File: config.mk
export PLATFORM = sky130hd
export DESIGN_NAME = psw_register
export DESIGN_NICKNAME = d
export VERILOG_FILES = /design/src/rtl/psw_register.sv
export SDC_FILE = /design/constraint.sdc
export NUM_CORES = 1
export LEC_CHECK = 0
export ABC_AREA = 1
export ABC_CLOCK_PERIOD_IN_PS = 1300
export CORE_MARGIN = 2
export CORE_UTILIZATION = 34
export DETAILED_ROUTE_END_ITERATION = 10
export PLACE_DENSITY = 0.76
export SYNTH_ARGS = -nofsm -noshare
export SYNTH_HDL_FRONTEND = slang
export SYNTH_SLANG_ARGS = --single-unit
File: constraint.sdc
create_clock -name clk -period 1.3 [get_ports clk]
set_input_delay 0.195 -clock clk [delete_from_list [all_inputs] [get_ports clk]]
set_output_delay 0.195 -clock clk [all_outputs]
set_load 0.005 [all_outputs]
File: src/rtl/psw_register.sv
// NZVC processor status word with J/K flag update, branch condition decode and
// an optional save/restore shadow stack (built when PSW_SHADOW_STACK_EN is defined).
module psw_register #(
  parameter int unsigned DEPTH = 4
) (
  input  logic       clk,
  input  logic       rst_n,
  input  logic       J_N,
  input  logic       K_N,
  input  logic       J_Z,
  input  logic       K_Z,
  input  logic       J_V,
  input  logic       K_V,
  input  logic       J_C,
  input  logic       K_C,
  input  logic       psw_ce,
  input  logic       wr_en,
  input  logic [3:0] wr_data,
  input  logic       push,
  input  logic       pop,
  input  logic [3:0] cond,
  output logic [3:0] psw_out,
  output logic       branch_taken,
  output logic       stack_full,
  output logic       stack_empty,
  output logic       stack_err
);

  localparam int unsigned PSW_W = 4;

  logic [PSW_W-1:0] psw_q, psw_d;
  logic [PSW_W-1:0] jk_c;
  logic [PSW_W-1:0] j_c, k_c;
  logic [PSW_W-1:0] pop_data_c;
  logic             do_pop_c;

  assign j_c = {J_N, J_Z, J_V, J_C};
  assign k_c = {K_N, K_Z, K_V, K_C};

  // Per-flag JK: 00 hold, 10 set, 01 clear, 11 toggle
  always_comb begin
    jk_c = psw_q;
    for (int i = 0; i < int'(PSW_W); i++) begin
      case ({j_c[i], k_c[i]})
        2'b10:   jk_c[i] = 1'b1;
        2'b01:   jk_c[i] = 1'b0;
        2'b11:   jk_c[i] = ~psw_q[i];
        default: jk_c[i] = psw_q[i];
      endcase
    end
  end

  // Next PSW: restore from stack beats direct load beats JK update
  always_comb begin
    psw_d = psw_q;
    if (do_pop_c) begin
      psw_d = pop_data_c;
    end else if (wr_en) begin
      psw_d = wr_data;
    end else if (psw_ce) begin
      psw_d = jk_c;
    end
  end

  always_ff @(posedge clk or negedge rst_n) begin
    if (!rst_n) begin
      psw_q <= '0;
    end else begin
      psw_q <= psw_d;
    end
  end

  assign psw_out = psw_q;

  // Branch condition decode straight off the held flags
  always_comb begin
    logic n, z, v, c, x;
    n = psw_q[3];
    z = psw_q[2];
    v = psw_q[1];
    c = psw_q[0];
    x = n ^ v;
    branch_taken = 1'b0;
    case (cond)
      4'h0: branch_taken = 1'b1;
      4'h1: branch_taken = z;
      4'h2: branch_taken = ~z;
      4'h3: branch_taken = n;
      4'h4: branch_taken = ~n;
      4'h5: branch_taken = c;
      4'h6: branch_taken = ~c;
      4'h7: branch_taken = v;
      4'h8: branch_taken = ~v;
      4'h9: branch_taken = x;
      4'hA: branch_taken = ~x;
      4'hB: branch_taken = z | x;
      4'hC: branch_taken = ~(z | x);
      4'hD: branch_taken = ~c & ~z;
      4'hE: branch_taken = c | z;
      default: branch_taken = 1'b0;
    endcase
  end

`ifdef PSW_SHADOW_STACK_EN
  localparam int unsigned CNT_W  = $clog2(DEPTH + 1);
  localparam int unsigned ADDR_W = (DEPTH > 1) ? $clog2(DEPTH) : 1;

  logic [PSW_W-1:0] stack_q [DEPTH];
  logic [CNT_W-1:0] count_q, count_d;
  logic             err_q, err_d;
  logic             full_c, empty_c, do_push_c;

  assign full_c  = (count_q == CNT_W'(DEPTH));
  assign empty_c = (count_q == '0);

  // Simultaneous push/pop, push when full and pop when empty are all errors
  always_comb begin
    count_d   = count_q;
    err_d     = 1'b0;
    do_push_c = 1'b0;
    do_pop_c  = 1'b0;
    if (push && pop) begin
      err_d = 1'b1;
    end else if (push) begin
      if (full_c) begin
        err_d = 1'b1;
      end else begin
        do_push_c = 1'b1;
        count_d   = count_q + CNT_W'(1);
      end
    end else if (pop) begin
      if (empty_c) begin
        err_d = 1'b1;
      end else begin
        do_pop_c = 1'b1;
        count_d  = count_q - CNT_W'(1);
      end
    end
  end

  assign pop_data_c = stack_q[ADDR_W'(count_q - CNT_W'(1))];

  always_ff @(posedge clk or negedge rst_n) begin
    if (!rst_n) begin
      count_q <= '0;
      err_q   <= 1'b0;
    end else begin
      count_q <= count_d;
      err_q   <= err_d;
    end
  end

  // Stack contents need no reset; the count alone decides what is valid
  always_ff @(posedge clk) begin
    if (do_push_c) begin
      stack_q[ADDR_W'(count_q)] <= psw_q;
    end
  end

  assign stack_full  = full_c;
  assign stack_empty = empty_c;
  assign stack_err   = err_q;
`else
  logic unused_stack_ops;

  assign unused_stack_ops = push ^ pop ^ (DEPTH == 0);
  assign do_pop_c         = 1'b0;
  assign pop_data_c       = '0;
  assign stack_full       = 1'b0;
  assign stack_empty      = 1'b1;
  assign stack_err        = 1'b0;
`endif

endmodule

==> results.cfg, run 1 <==
[layout]
area_delta_synth_final_pct = 105
largest_reg_flops = 4
nets = 159
drive_above_1_share_pct = 28.9
fill_cells = 109
diodes = 0

[route]
drt_wl_total_um = 1580
avgViaCountPerCell = 4.68
antenna_left = 0
drt_iter0_markers = 16
wire_per_inst_um = 10.5
drt_pass1_iterations = 4
drc = 0
vias = 702

[place]
dp_hpwl_um = 1030
globalplace.congestion = 0.721
numPortBuffers = 24

[worst_setup_path]
r2r_cells = 9
arrival_ns = 1.33
cp-start-kind = flip-flop
critPathRequiredTime_ns = 1.11
crit_path_end_kind = primary output
path_max_fanout = 4
crit_type = flip-flop to primary output

[job]
maxCapViolations = 0

[synthesis]
yosysWarnings = 0
avgSynthCellArea_um2 = 5.23
synth_ff_type = dfrtp_1
yosys.cell_count.top_type = nand2_1
async_flop_share_pct = 100
yosysUniqueCellTypes = 13
synthMuxAreaShare_pct = 0
netlist_instances = 87
yosys.area_share.xor_xnor_pct = 0
synth_top_family_by_area = simple AND/OR/NAND/NOR gates
synth_top_cells_by_count = nand2_1, nor2_1, inv_1
synth_top_cells_by_area = nand2_1, dfrtp_1, nor2_1
synth_edf_count = 0
synth_area_um2 = 455
synth_top_area_share_pct = 34.6
post_synth_and_or_nand_nor_area_fraction_pct = 49.5
seq_area_frac_synth_pct = 22.0
synth_compound_area_share_pct = 12.1
synth_fa_ha_area_share_pct = 0
synth.ff_latch_count = 4
yosysTopAreaCell = nand2_1

[grt]
grt_usage_pct = 21.0
grt_pass1_wl_um = 2210
grt_overflow_total = 0
antenna_found_initial = 0
busiest_layer = met2
first_global_vias = 603
grtUsageMet2_pct = 40.1
grt_use_met3_pct = 2.78
met1_usage_pct = 20.6
grt_max_degree = 10

[run_status]
violations = negative setup slack
status = complete, but fails checks

[die]
ios = 30
fp.dieH_um = 40.6
core_area_mm2 = 0.00127
die_area_mm2 = 0.00165
die_w_um = 40.6
start_util_pct = 35.9
rows = 13

[clock_network]
cts.path.max_buffers = 2
clk_pin_slew_ns = 0.04
hold_buffers = 0
numCtsBuffers = 3
clockRootBuffer = clkbuf_4
htreeDepth = 1
cts.sinks = 4
clk_latency_ns = 0.24
cts_tree = done

[pwr]
p_comb_share_pct = 53.6
switching_share_pct = 31.5
p_sw_uw = 213
power.density_mw_per_mm2 = 725
irDropWorstVdd_mv = 0.447
pwr-share-seq_pct = 23.2
pwr-share-clk_pct = 23.2
power_leakage_nw = 0.513
p_int_uw = 464

[timing]
finClkSkew_ns = 0
period_share_pct = 118
grt_setup_unrepaired = true
tns_ns = -0.308
period_needed_ns = 1.53
fin_hold_ws_ns = 0.164
setup_violations = 2
hold_violations = 0
slew_viol_final = 0
max_freq_ghz = 0.654
setup_ws_ns = -0.228

[min_path]
min_path_type = input port to async pin
-- routing by layer --
metal | up-vias | part of all wire [%] | wire (µm)
met3 | 6 | 5.4 | 86
met4 | 0 | 3.5 | 55
met2 | 32 | 50 | 795
li1 | 359 | - | -
met5 | - | 0 | 0
met1 | 305 | 41 | 643
-- layout by cell type (no fill, tap or decap) --
master,n
nor2_2,1
nand2_2,3
nand2_1,40
buf_4,12
buf_6,12
a31oi_1,4
nand3_2,1
inv_1,8
nand3_1,2
clkbuf_4,3
dlygate4sd2_1,6
inv_2,4
conb_1,3
nor2_1,10
o21ai_1,1
o22ai_1,4
dlymetal6s2s_1,1
buf_2,1
dfrtp_1,2
clkdlybuf4s50_1,15
dfrtp_2,2
-- final timing paths --
path                                     endpoint              startpoint  slack, ns
setup / recovery                     branch_taken  psw_out[3]$_DFFE_PN0P_      -0.23
hold / removal             psw_out[2]$_DFFE_PN0P_                   rst_n       0.16
setup reg to reg           psw_out[3]$_DFFE_PN0P_  psw_out[3]$_DFFE_PN0P_      -0.08
hold reg to reg            psw_out[1]$_DFFE_PN0P_  psw_out[1]$_DFFE_PN0P_       0.72
max in group asynchronous  psw_out[0]$_DFFE_PN0P_                   rst_n       0.95
min in group clk           psw_out[2]$_DFFE_PN0P_                     J_Z       0.52
-- worst max-delay path, cell delays in order (launching register included) --
cell     delay, ns
dfrtp_1       0.39
buf_6         0.13
nand2_1       0.07
nand2_2       0.09
nand3_2       0.09
nand2_2       0.05
nor2_1        0.10
nand2_1       0.05
buf_2         0.12
-- per-stage QoR --
stage | worst slack (ns) | util (%) | instances | power [mW] | area [µm²]
CTS | -0.183 | 71.7 | 149 | 0.655 | 910
finish | -0.228 | 73.6 | 150 | 0.677 | 933
global route | -0.300 | 73.6 | 150 | 0.717 | 933
global placement | -0.606 | 61.3 | 135 | 0.426 | 778
detailed placement | -0.615 | 61.3 | 135 | 0.430 | 778
floorplan | 0.201 | - | 88 | 0.262 | 459
-- repair_timing --
action                                  CTS  global route
endpoints found under the setup margin    5             4
resized for setup                        29             6
pin swaps                                 5             3
buffers inserted                         13             3
-- cells by family after synthesis --
logic type	after synthesis
AND/OR/NAND/NOR	57
buffers and inverters	15
AO/OA/AOI/OAI	9
flip-flops	4
other	2
-- cell type report --
cell class              instances  area [µm²]  area share [%]
repair buffers                 47         445            47.7
multi-input cells              69         299            32.0
flip-flops and latches          4         103            11.0
inverters                      12        45.0            4.83
clock buffers                   3        22.5            2.41
well taps                      15        18.8            2.01
-- power by group through the flow --
stage                     clock network [mW]  registers [mW]  logic (mW)
after global placement                     0           0.155       0.271
after global routing                   0.162           0.158       0.396
after floorplan                            0           0.157       0.104
after CTS                              0.161           0.156       0.338
after detailed placement                   0           0.156       0.274
final                                  0.157           0.157       0.363
Note: power is estimated with default switching activity, not from simulation.
==> run 2: changes to the inputs <==
Settings changed: CTS_CLUSTER_SIZE from default to 8.
==> results of run 2 <==
No change in the layout: final DEF, timing and power equal those of run 1.
